File: config.mk
export PLATFORM = sky130hd
export DESIGN_NAME = race_ctrl
export DESIGN_NICKNAME = d
export VERILOG_FILES = /design/src/rtl/race_pkg.sv /design/src/rtl/race_tick_gen.sv /design/src/rtl/race_ctrl.sv
export SDC_FILE = /design/constraint.sdc
export NUM_CORES = 1
export LEC_CHECK = 0
export BUFFER_PORTS_ARGS = -buffer_cell sky130_fd_sc_hd__buf_2
export CORE_MARGIN = 1.5
export CORE_UTILIZATION = 55
export DETAILED_ROUTE_END_ITERATION = 10
export PLACE_DENSITY_LB_ADDON = 0.08
export SLEW_MARGIN = 0
export SYNTH_ARGS = -nofsm -noshare
export SYNTH_HDL_FRONTEND = slang
export SYNTH_HIERARCHICAL = 1
export SYNTH_SLANG_ARGS = --single-unit
File: constraint.sdc
create_clock -name pclk -period 3.4 [get_ports pclk]
set_input_delay 0.51 -clock pclk [delete_from_list [all_inputs] [get_ports pclk]]
set_output_delay 0.51 -clock pclk [all_outputs]
set_load 0.02 [all_outputs]
File: src/rtl/race_pkg.sv
// race_pkg: shared encodings and constants for the race sequencer.
// State codes double as the 2-bit state output seen by HUD/draw logic.
package race_pkg;

    typedef enum logic [1:0] {
        ST_IDLE      = 2'd0,
        ST_COUNTDOWN = 2'd1,
        ST_RACE      = 2'd2,
        ST_FINISHED  = 2'd3
    } state_e;

    localparam int              TIME_W      = 14;
    localparam logic [13:0]     TIME_MAX    = 14'd16383;
    localparam int              TICKS_PER_S = 100;
    localparam int              SUB_W       = 7;

    // Timer increment that sticks at TIME_MAX instead of wrapping.
    function automatic logic [TIME_W-1:0] sat_inc(input logic [TIME_W-1:0] v);
        return (v == TIME_MAX) ? v : v + 14'd1;
    endfunction

endpackage

File: src/rtl/race_tick_gen.sv
// race_tick_gen: free-running divider producing a 1-cycle tick every
// TICK_DIV cycles. clr restarts the count so the first tick after a clear
// lands exactly TICK_DIV cycles later.
module race_tick_gen #(
    parameter int TICK_DIV = 650000
) (
    input  logic pclk,
    input  logic rst,
    input  logic clr,
    output logic tick
);

    localparam int            CW   = (TICK_DIV > 1) ? $clog2(TICK_DIV) : 1;
    localparam logic [CW-1:0] LAST = CW'(TICK_DIV - 1);

    logic [CW-1:0] cnt_q;
    logic [CW-1:0] cnt_d;

    // Next count: wrap at the last value, restart on clear.
    always_comb begin
        cnt_d = cnt_q + 1'b1;
        if (clr || (cnt_q == LAST)) begin
            cnt_d = '0;
        end
    end

    // Divider register.
    always_ff @(posedge pclk) begin
        if (rst) begin
            cnt_q <= '0;
        end else begin
            cnt_q <= cnt_d;
        end
    end

    assign tick = (cnt_q == LAST);

endmodule

File: src/rtl/race_ctrl.sv
// race_ctrl: race sequencer. Runs the start countdown, enables car motion
// during the race, credits laps only when the lap line is crossed with all
// checkpoints passed, and times the race and the current lap.
// Optional: define BEST_LAP_EN to add the best_lap output (fastest lap).
// Handshake note: start and lap_finished are levels; only their rising
// edges are acted upon, and their edge registers reset to 1 so a level
// held high through reset never counts as an edge.
module race_ctrl
    import race_pkg::*;
#(
    parameter int TICK_DIV    = 650000,
    parameter int COUNTDOWN_S = 3,
    parameter int LAPS        = 3
) (
    input  logic              pclk,
    input  logic              rst,
    input  logic              start,
    input  logic              lap_finished,
    input  logic              checkpoints_passed,
    output logic [1:0]        state,
    output logic [1:0]        countdown,
    output logic              car_enable,
    output logic [3:0]        lap_count,
    output logic [TIME_W-1:0] race_time,
    output logic [TIME_W-1:0] lap_time,
    output logic              race_done
`ifdef BEST_LAP_EN
    ,
    output logic [TIME_W-1:0] best_lap
`endif
);

    localparam logic [1:0]       CD_INIT  = 2'(COUNTDOWN_S);
    localparam logic [3:0]       LAPS_END = 4'(LAPS);
    localparam logic [SUB_W-1:0] SUB_LAST = SUB_W'(TICKS_PER_S - 1);

    state_e              state_q, state_d;
    logic [1:0]          countdown_q, countdown_d;
    logic [SUB_W-1:0]    sub_q, sub_d;
    logic [3:0]          lap_count_q, lap_count_d;
    logic [TIME_W-1:0]   race_time_q, race_time_d;
    logic [TIME_W-1:0]   lap_time_q, lap_time_d;
    logic                race_done_q, race_done_d;
    logic                car_enable_q, car_enable_d;
    logic                start_q, lap_q;
`ifdef BEST_LAP_EN
    logic [TIME_W-1:0]   best_lap_q, best_lap_d;
`endif

    logic       tick;
    logic       start_rise, lap_rise, valid_lap;
    logic       enter_cd, cd_expire;
    logic [3:0] lap_inc;

    assign start_rise = start & ~start_q;
    assign lap_rise   = lap_finished & ~lap_q;
    assign valid_lap  = lap_rise & checkpoints_passed;
    assign lap_inc    = lap_count_q + 4'd1;
    assign cd_expire  = tick && (sub_q == SUB_LAST) && (countdown_q == 2'd1);
    assign enter_cd   = (state_d == ST_COUNTDOWN) && (state_q != ST_COUNTDOWN);

    race_tick_gen #(.TICK_DIV(TICK_DIV)) u_tick (
        .pclk (pclk),
        .rst  (rst),
        .clr  (enter_cd),
        .tick (tick)
    );

    // State register.
    always_ff @(posedge pclk) begin
        if (rst) begin
            state_q <= ST_IDLE;
        end else begin
            state_q <= state_d;
        end
    end

    // Next-state: start edge launches a countdown, countdown expiry starts
    // the race, the final valid lap ends it.
    always_comb begin
        state_d = state_q;
        case (state_q)
            ST_IDLE, ST_FINISHED: if (start_rise) state_d = ST_COUNTDOWN;
            ST_COUNTDOWN:         if (cd_expire)  state_d = ST_RACE;
            ST_RACE:              if (valid_lap && (lap_inc == LAPS_END)) state_d = ST_FINISHED;
            default:              state_d = ST_IDLE;
        endcase
    end

    // Outputs and timers: initialise on countdown entry, count seconds in
    // countdown, run timers and score laps in the race, hold otherwise.
    always_comb begin
        countdown_d = countdown_q;
        sub_d       = sub_q;
        lap_count_d = lap_count_q;
        race_time_d = race_time_q;
        lap_time_d  = lap_time_q;
`ifdef BEST_LAP_EN
        best_lap_d  = best_lap_q;
`endif
        if (enter_cd) begin
            countdown_d = CD_INIT;
            sub_d       = '0;
            lap_count_d = '0;
            race_time_d = '0;
            lap_time_d  = '0;
`ifdef BEST_LAP_EN
            best_lap_d  = TIME_MAX;
`endif
        end else if (state_q == ST_COUNTDOWN) begin
            if (tick) begin
                if (sub_q == SUB_LAST) begin
                    sub_d       = '0;
                    countdown_d = countdown_q - 2'd1;
                end else begin
                    sub_d = sub_q + 1'b1;
                end
            end
        end else if (state_q == ST_RACE) begin
            if (tick) begin
                race_time_d = sat_inc(race_time_q);
                lap_time_d  = sat_inc(lap_time_q);
            end
            // A lap clear wins over a same-cycle tick.
            if (valid_lap) begin
                lap_count_d = lap_inc;
                lap_time_d  = '0;
`ifdef BEST_LAP_EN
                if (lap_time_q < best_lap_q) best_lap_d = lap_time_q;
`endif
            end
        end
        car_enable_d = (state_d == ST_RACE);
        race_done_d  = (state_q == ST_RACE) && (state_d == ST_FINISHED);
    end

    // Datapath and edge-detect registers.
    always_ff @(posedge pclk) begin
        if (rst) begin
            countdown_q  <= '0;
            sub_q        <= '0;
            lap_count_q  <= '0;
            race_time_q  <= '0;
            lap_time_q   <= '0;
            race_done_q  <= 1'b0;
            car_enable_q <= 1'b0;
            start_q      <= 1'b1;
            lap_q        <= 1'b1;
`ifdef BEST_LAP_EN
            best_lap_q   <= TIME_MAX;
`endif
        end else begin
            countdown_q  <= countdown_d;
            sub_q        <= sub_d;
            lap_count_q  <= lap_count_d;
            race_time_q  <= race_time_d;
            lap_time_q   <= lap_time_d;
            race_done_q  <= race_done_d;
            car_enable_q <= car_enable_d;
            start_q      <= start;
            lap_q        <= lap_finished;
`ifdef BEST_LAP_EN
            best_lap_q   <= best_lap_d;
`endif
        end
    end

    assign state      = state_q;
    assign countdown  = countdown_q;
    assign car_enable = car_enable_q;
    assign lap_count  = lap_count_q;
    assign race_time  = race_time_q;
    assign lap_time   = lap_time_q;
    assign race_done  = race_done_q;
`ifdef BEST_LAP_EN
    assign best_lap   = best_lap_q;
`endif

endmodule

==> impl_metrics.py, run 1 <==
metrics = {
    "logic_synthesis": {
        "synth_area_sq_um": 3600,
        "ys_ff_latch": 67,
        "synth-simple-area-share_pct": 30.7,
        "synth_edf_count": 0,
        "synth_flop_cell": "dfxtp_1",
        "syn_nets": 432,
        "synth_top_cell_area_share_pct": 37.3,
        "synthXorXnorAreaFrac_pct": 5.60,
        "synth_compound_gate_area_share_pct": 18.0,
        "synth_area_leaders": "dfxtp_1 37%, xnor2_1 4.9%, nor2_1 3.7%, ha_1 3.5%, a21oi_1 3.2%",
        "synth_top_area_cell": "dfxtp_1",
        "synth_top_family_by_area": "simple AND/OR/NAND/NOR gates",
        "synth_seq_area_share_pct": 37.3,
        "synthMuxAreaShare_pct": 0.870,
        "synth_cell_types": 67,
        "yosysWarningCount": 6,
        "synthAdderAreaFrac_pct": 3.48,
        "syn_area_per_cell_sq_um": 8.63,
        "netlist_instances": 417,
        "ys_async_sr_fraction_pct": 0,
    },
    "grt": {
        "grt_pass1_wl_mm": 13.9,
        "grt_use_total_pct": 23.7,
        "antenna_found_initial": 0,
        "grt_pass1_vias": 2976,
        "grt-ovfl-total": 0,
        "grt_start_max_net_pins": 29,
    },
    "clocking": {
        "cts_max_level": 3,
        "ctsResizeCount": 0,
        "clkSinkCount": 67,
        "cts_root_buffer": "clkbuf_8",
        "clk_path_buf_depth": 2,
        "cts_tree": "built",
        "cts_buffers": 9,
        "clk_latency_ps": 340,
        "post_cts_buffers": 0,
        "cts_hold_buf": 0,
        "clkTransAtPathRegs_ps": 70,
    },
    "power": {
        "p_comb_share_pct": 5.0,
        "total_leakage_power_nw": 1.41,
        "powerDensity_nw_per_um2": 380,
        "ir_drop_mv": 0.283,
        "swShare_pct": 23.5,
        "p_switching_mw": 0.361,
        "seq_power_share_pct": 52.2,
        "p_int_mw": 1.17,
        "p_clk_share_pct": 42.8,
    },
    "sta": {
        "rsz0062_at_grt": "false",
        "finalSetupViolCount": 0,
        "fin_crit_sh_pct": 90.9,
        "period_minus_slack_ps": 3090,
        "finClkSkew_ps": 6.58,
        "tns_ps": 0,
        "worstMarginPinSlew_ps": 624,
        "finalHoldViolCount": 0,
        "max_freq_mhz": 323,
        "max_slew_margin_pct": 58.1,
        "slew_viol_final": 0,
    },
    "placement": {
        "gp_congestion": 0.862,
        "dp_hpwl_mm": 5.51,
        "post_dp_cell_area_sq_um": 3840,
        "numPortBuffers": 42,
    },
    "layout": {
        "fillCellCount": 558,
        "fin_area_sq_um": 4040,
        "drive_gt1_share_pct": 17.7,
        "area_growth_pct": 12.2,
        "diodes": 0,
        "layout.nets": 473,
    },
    "setup_path": {
        "worstPathArrival_ps": 3340,
        "path_class": "flop to flop",
        "crit_family": "simple AND/OR/NAND/NOR gates",
        "crit_path_frequent_cell": "and2_1",
        "cp_cell_sequence": "or4b_2 -> nor4_1 -> and2_1 -> and2_1 -> nand3_1 -> or4_1 -> a221oi_1",
        "r2r_end": "lap_time[6]",
        "r2r_slack_ps": 310,
        "startpoint_type": "flop",
        "crit_start": "u_tick/cnt_q[12]",
        "crit_slowest_cell": "or4b_2",
        "cp.required_ps": 3640,
        "cp_num_cells": 7,
        "critPathBufInv": 0,
        "crit_path_end_kind": "flop",
        "rr_startpoint": "u_tick/cnt_q[12]",
        "cp_max_fo": 11,
        "critical-path-max-stage-delay_ps": 680,
        "crit_end": "lap_time[6]",
        "r2r_cells": 7,
    },
    "route": {
        "drc": 0,
        "first_pass_iters": 4,
        "via_per_inst": 6.12,
        "routedWlPerCell_um": 14.5,
        "ant_nets": 0,
        "vias": 3303,
        "first_iter_violations": 166,
        "routed_wl_mm": 7.81,
    },
    "die": {
        "die_width_um": 83.9,
        "die_area_sq_um": 7030,
        "core_region_area_sq_um": 6350,
        "fp-row-count": 29,
        "die_y_um": 83.9,
        "initial_core_util_pct": 56.7,
        "ioPinCount": 43,
    },
    "outcome": {
        "status": "finished clean",
    },
    "hold_path": {
        "hp-start": "start",
        "hold_class": "input pin to flop",
        "whs_path_depth": 2,
    },
    "job": {
        "drv_cap": 0,
    },
}
==> area by class of cell <==
cell class | count | area, sq um | area share (%)
multi-input combinational | 318 | 2110 | 52.2
inverter | 17 | 63.8 | 1.58
clock inverter | 5 | 52.6 | 1.30
sequential | 67 | 1340 | 33.2
tap | 77 | 96.3 | 2.39
timing repair buffer | 45 | 233 | 5.76
clock buffer | 11 | 141 | 3.50
==> metal layers <==
metal	routed length [um]	track usage (%)
met5	0	0
met3	368	3.96
met2	3530	36.6
met4	100	8.94
met1	3810	33.4
==> synthesized netlist by cell type (all sizes together) (3+ instances only) <==
cell,number
nor3,16
and2,4
o31ai,7
a211oi,7
nand2,25
nand3,24
inv,17
a221oi,7
and3b,4
a21oi,26
nand3b,5
and4,5
o21ai,17
xnor2,20
ha,10
or2,4
clkbuf,8
xor2,3
nor2,35
or4,10
nor4,12
dfxtp,67
a211o,4
buf,7
nand4,17
or3,13
nand2b,3
o211ai,6
==> logic make-up (layout without fill, tap and decap cells) <==
logic type               after synthesis  count (layout)
AO/OA/AOI/OAI                         94              94
XOR/XNOR                              23              23
AND/OR/NAND/NOR                      188             188
flip-flops                            67              67
adder cells (fa/ha/maj)               10              10
multiplexers                           3               3
buffers and inverters                 32              78
==> state kept, by name (all words and copies together) (netlist names) <==
signal        cells
race_done         1
u_tick/cnt_q     20
sub_q             7
start_q           1
countdown         2
car_enable        1
state             2
lap_q             1
lap_count         4
lap_time         14
race_time        14
==> stage by stage <==
stage	hold WS, ps	cells	util [%]	power [mW]	worst slack (ps)
after floorplan	441	417	-	0.877	707
after global placement	464	524	60.5	0.894	388
after detailed placement	468	524	60.5	0.897	318
after CTS	370	540	63.6	1.55	288
after global routing	382	540	63.6	1.59	19.6
final	382	540	63.6	1.53	308
==> worst min path at each step <==
stage / end
6_report: start_q
5_1_grt: start_q
4_1_cts: start_q
3_5_place_dp: u_tick/cnt_q[0]
3_3_place_gp: u_tick/cnt_q[0]
2_1_floorplan: u_tick/cnt_q[0]
==> power by group through the flow <==
stage                     sequential [mW]  combinational, mW  clock [mW]
after global routing                0.802             0.0857       0.700
after floorplan                     0.821             0.0557           0
after detailed placement            0.819             0.0784           0
final                               0.800             0.0774       0.656
after global placement              0.818             0.0762           0
after CTS                           0.800             0.0790       0.671
==> cells in the final DEF (no fill, tap or decap), types with 3 or more instances in the layout <==
| cell | netlist | routed |
|---|---|---|
| nand3b_1 | 5 | 5 |
| and2_1 | 4 | 4 |
| and3b_1 | 3 | 3 |
| and4_1 | 5 | 5 |
| nor3_1 | 15 | 15 |
| dfxtp_1 | 67 | 67 |
| nand3_1 | 22 | 22 |
| buf_2 | 3 | 42 |
| a211o_1 | 3 | 3 |
| clkinv_2 | 0 | 3 |
| xor2_1 | 3 | 3 |
| or4_4 | 3 | 3 |
| nand2_1 | 25 | 25 |
| a221oi_1 | 7 | 7 |
| nand4_1 | 16 | 16 |
| o211ai_1 | 6 | 6 |
| a211oi_1 | 7 | 7 |
| a21oi_1 | 23 | 23 |
| inv_1 | 17 | 17 |
| clkbuf_8 | 0 | 10 |
| or4_1 | 7 | 7 |
| xnor2_1 | 20 | 20 |
| nand2b_1 | 3 | 3 |
| nor4_1 | 11 | 11 |
| nor2_1 | 35 | 35 |
| a21oi_2 | 3 | 3 |
| or3_1 | 13 | 13 |
| ha_1 | 10 | 10 |
| o21ai_0 | 17 | 17 |
| buf_4 | 2 | 3 |
| o31ai_1 | 7 | 7 |
Power figures use the tool's default switching activity.
==> inputs of run 2 (changes only) <==
--- a/config.mk
+++ b/config.mk
@@ -6,10 +6,11 @@
 export NUM_CORES = 1
 export LEC_CHECK = 0
 export BUFFER_PORTS_ARGS = -buffer_cell sky130_fd_sc_hd__buf_2
-export CORE_MARGIN = 1.5
+export CORE_MARGIN = 5
 export CORE_UTILIZATION = 55
 export DETAILED_ROUTE_END_ITERATION = 10
 export PLACE_DENSITY_LB_ADDON = 0.08
+export SKIP_LAST_GASP = 1
 export SLEW_MARGIN = 0
 export SYNTH_ARGS = -nofsm -noshare
 export SYNTH_HDL_FRONTEND = slang
==> impl_metrics.py, run 2 (synthesized netlist as in run 1, its figures left out) <==
metrics = {
    "route": {
        "first_pass_iters": 4,
        "routedWlPerCell_um": 15.1,
        "first_iter_violations": 165,
        "drc": 0,
        "ant_nets": 0,
        "routed_wl_mm": 8.16,
        "via_per_inst": 6.07,
        "vias": 3278,
    },
    "die": {
        "core_region_area_sq_um": 6350,
        "initial_core_util_pct": 56.7,
        "die_area_sq_um": 8260,
        "fp-row-count": 29,
        "ioPinCount": 43,
        "die_width_um": 90.9,
        "die_y_um": 90.9,
    },
    "setup_path": {
        "path_class": "flop to flop",
        "cp.required_ps": 3640,
        "crit_path_end_kind": "flop",
        "worstPathArrival_ps": 3240,
        "cp_max_fo": 11,
        "startpoint_type": "flop",
    },
    "sta": {
        "max_freq_mhz": 333,
        "slew_viol_final": 0,
        "max_slew_margin_pct": 56.1,
        "rsz0062_at_grt": "false",
        "worstMarginPinSlew_ps": 653,
        "finClkSkew_ps": 7.47,
        "fin_crit_sh_pct": 88.3,
        "tns_ps": 0,
        "finalHoldViolCount": 0,
        "finalSetupViolCount": 0,
        "period_minus_slack_ps": 3000,
    },
    "clocking": {
        "post_cts_buffers": 0,
        "cts_hold_buf": 0,
        "cts_root_buffer": "clkbuf_8",
        "cts_buffers": 9,
        "cts_max_level": 3,
        "clkTransAtPathRegs_ps": 70,
        "clk_path_buf_depth": 2,
        "cts_tree": "built",
        "clk_latency_ps": 340,
        "ctsResizeCount": 0,
        "clkSinkCount": 67,
    },
    "power": {
        "seq_power_share_pct": 53.4,
        "p_comb_share_pct": 5.3,
        "ir_drop_mv": 0.290,
        "p_clk_share_pct": 41.3,
        "powerDensity_nw_per_um2": 372,
        "finalPower_mw": 1.50,
        "p_switching_mw": 0.346,
        "swShare_pct": 23.1,
        "p_int_mw": 1.15,
        "total_leakage_power_nw": 1.41,
    },
    "layout": {
        "area_growth_pct": 12.0,
        "regMostFlops": "u_tick/cnt_q",
        "diodes": 0,
        "final_cell_mix": "67 x dfxtp_1, 42 x buf_2, 35 x nor2_1",
        "final_common_cell": "dfxtp_1",
        "layout.nets": 474,
        "drive_gt1_share_pct": 17.5,
        "largest_reg_flops": 20,
        "utilization_pct": 63.4,
    },
    "job": {
        "drv_cap": 0,
    },
    "placement": {
        "dp_hpwl_mm": 5.74,
        "gp_congestion": 0.876,
        "numPortBuffers": 42,
    },
    "grt": {
        "grt_pass1_wl_mm": 14.2,
        "grt_start_max_net_pins": 21,
        "grt_pass1_vias": 3042,
        "antenna_found_initial": 0,
        "grt-ovfl-total": 0,
        "grt_use_total_pct": 20.4,
    },
    "hold_path": {
        "hold_class": "input pin to flop",
    },
    "outcome": {
        "status": "finished clean",
    },
}
[run 2: cell type report]
| type | count | area, sq um |
|---|---|---|
| fill | 550 | 2320 |
| multi-input combinational | 318 | 2110 |
| sequential | 67 | 1340 |
| timing repair buffer | 46 | 240 |
| clock buffer | 12 | 135 |
| tap | 77 | 96.3 |
| inverter | 17 | 63.8 |
| clock inverter | 3 | 40.0 |
[run 2: stage by stage]
step | hold slack (ps) | setup slack, ps | std cells | instance area [sq um]
2_1_floorplan | 441 | 707 | 417 | 3600
3_3_place_gp | 469 | 418 | 525 | 3850
3_5_place_dp | 477 | 285 | 525 | 3850
4_1_cts | 377 | 271 | 540 | 4030
5_1_grt | 380 | 127 | 540 | 4030
6_report | 386 | 398 | 540 | 4030
[run 2: worst max-delay path, stage by stage (launching register included)]
cell and delay, ps:
dfxtp_1 360, or4b_2 670, nor4_1 270, and2_2 370
and2_1 320, nand3_1 160, or4_1 490, a221oi_1 260
[run 2: power by group through the flow]
stage / Combinational (mW) / Sequential, mW / Clock, mW
after floorplan: 0.0557 / 0.821 / 0
after global placement: 0.0790 / 0.818 / 0
after detailed placement: 0.0800 / 0.818 / 0
after CTS: 0.0805 / 0.800 / 0.630
after global routing: 0.0896 / 0.802 / 0.673
final: 0.0801 / 0.800 / 0.619
[run 2: per-layer routing]
| layer | vias to the layer above | global-route usage [%] | part of all wire [%] |
|---|---|---|---|
| li1 | 1659 | - | - |
| met3 | 14 | 3.25 | 5.1 |
| met5 | - | 0 | 0 |
| met1 | 1509 | 27.8 | 47 |
| met2 | 96 | 31.6 | 46 |
| met4 | 0 | 8.92 | 1.9 |
[run 2: worst paths after layout]
path,startpoint,endpoint,slack (ps),depth (start not counted)
worst min register to register,u_tick/cnt_q[0],u_tick/cnt_q[0],490,1
worst max-delay path,u_tick/cnt_q[12],lap_time[6],400,7
worst min-delay path,start,start_q,390,2
worst max register to register,u_tick/cnt_q[12],lap_time[6],400,7
==> inputs of run 3 (changes only) <==
--- a/config.mk
+++ b/config.mk
@@ -10,6 +10,7 @@
 export CORE_UTILIZATION = 55
 export DETAILED_ROUTE_END_ITERATION = 10
 export PLACE_DENSITY_LB_ADDON = 0.08
+export REMOVE_ABC_BUFFERS = 1
 export SKIP_LAST_GASP = 1
 export SLEW_MARGIN = 0
 export SYNTH_ARGS = -nofsm -noshare
==> impl_metrics.py, run 3 (synthesized netlist as in run 1, its figures left out) <==
metrics = {
    "clocking": {
        "clk_latency_ps": 350,
        "cts_buffers": 9,
        "clk_path_buf_depth": 2,
        "cts_hold_buf": 0,
        "cts_root_buffer": "clkbuf_8",
        "cts_tree": "built",
        "ctsResizeCount": 0,
        "clkTransAtPathRegs_ps": 70,
        "clkSinkCount": 67,
        "cts_max_level": 3,
        "post_cts_buffers": 0,
    },
    "sta": {
        "finalSetupViolCount": 0,
        "slew_viol_final": 0,
        "tns_ps": 0,
        "period_minus_slack_ps": 3020,
        "layout_setup_ws_ps": 376,
        "finClkSkew_ps": 8.30,
        "finalHoldViolCount": 0,
        "worstMarginPinSlew_ps": 673,
        "fin_crit_sh_pct": 88.9,
        "max_freq_mhz": 331,
        "max_slew_margin_pct": 54.7,
        "rsz0062_at_grt": "false",
    },
    "layout": {
        "layout.nets": 474,
        "area_growth_pct": 13.4,
        "final_common_cell": "dfxtp_1",
        "regArea_sq_um": 1340,
        "final_cell_mix": "67 x dfxtp_1, 42 x buf_2, 35 x nor2_1",
        "drive_gt1_share_pct": 18.1,
        "multi_input_area_sq_um": 2110,
        "fillCellCount": 556,
        "largest_reg_flops": 20,
        "regMostFlops": "u_tick/cnt_q",
        "diodes": 0,
    },
    "route": {
        "routedWlPerCell_um": 14.9,
        "drc": 0,
        "first_iter_violations": 157,
        "routed_wl_mm": 8.08,
        "vias": 3267,
        "via_per_inst": 6.04,
        "ant_nets": 0,
        "first_pass_iters": 4,
    },
    "placement": {
        "numPortBuffers": 42,
        "dp_hpwl_mm": 5.74,
        "gp_congestion": 0.882,
        "pre_cts_ws_ps": 334,
    },
    "outcome": {
        "status": "finished clean",
    },
    "die": {
        "core_region_area_sq_um": 6350,
        "die_width_um": 90.9,
        "fp-row-count": 29,
        "die_area_sq_um": 8260,
        "die_y_um": 90.9,
        "ioPinCount": 43,
        "initial_core_util_pct": 56.7,
    },
    "job": {
        "drv_cap": 0,
    },
    "grt": {
        "grt-ovfl-total": 0,
        "grt_pass1_wl_mm": 13.8,
        "grt_start_max_net_pins": 21,
        "antenna_found_initial": 0,
        "grt_use_total_pct": 19.9,
        "grt_pass1_vias": 2935,
    },
    "hold_path": {
        "hold_class": "input pin to flop",
    },
    "power": {
        "powerDensity_nw_per_um2": 402,
        "ir_drop_mv": 0.287,
        "total_leakage_power_nw": 1.43,
    },
    "setup_path": {
        "path_class": "flop to flop",
        "worstPathArrival_ps": 3270,
        "cp_max_fo": 11,
        "cp.required_ps": 3650,
        "startpoint_type": "flop",
        "crit_path_end_kind": "flop",
    },
}
-- run 3: power by group --
group | switching [mW] | internal [mW]
logic | 0.0531 | 0.0265
clock network | 0.309 | 0.452
registers | 0.00792 | 0.793
-- run 3: final timing paths --
path / to / slack, ps / cells after the start / start
max reg2reg: lap_time[6] / 380 / 7 / u_tick/cnt_q[12]
min reg2reg: u_tick/cnt_q[0] / 490 / 1 / u_tick/cnt_q[0]
max: lap_time[6] / 380 / 7 / u_tick/cnt_q[12]
min: start_q / 370 / 2 / start
-- run 3: layer usage --
layer / vias up / wire [um] / global-route usage [%]
li1: 1657 / - / -
met1: 1545 / 3940 / 27.7
met2: 57 / 3720 / 30.8
met3: 8 / 342 / 5.00
met4: 0 / 84 / 4.77
met5: - / 0 / 0
-- run 3: area by class of cell --
type | count | share of cell area (%)
multi-input cells | 318 | 51.7
flip-flops and latches | 67 | 32.9
repair buffers | 46 | 5.89
clock buffers | 12 | 3.80
well taps | 77 | 2.36
clock inverters | 4 | 1.78
inverters | 17 | 1.56
-- run 3: per-stage QoR --
step | hold slack, ps | instance area (sq um) | power, mW | utilization [%] | instances
after floorplan | 441 | 3510 | 0.868 | - | 402
after global placement | 468 | 3850 | 0.897 | 60.7 | 525
after detailed placement | 476 | 3850 | 0.898 | 60.7 | 525
after CTS | 359 | 4080 | 1.66 | 64.2 | 541
after global routing | 358 | 4080 | 1.71 | 64.3 | 541
final | 369 | 4080 | 1.64 | 64.3 | 541
-- run 3: worst max-delay path, stage by stage, from the launching register on --
cell and delay, ps:
dfxtp_1 350, or4b_2 670, nor4_1 320, and2_2 380, and2_1 310, nand3_1 150, or4_1 480, a221oi_1 250
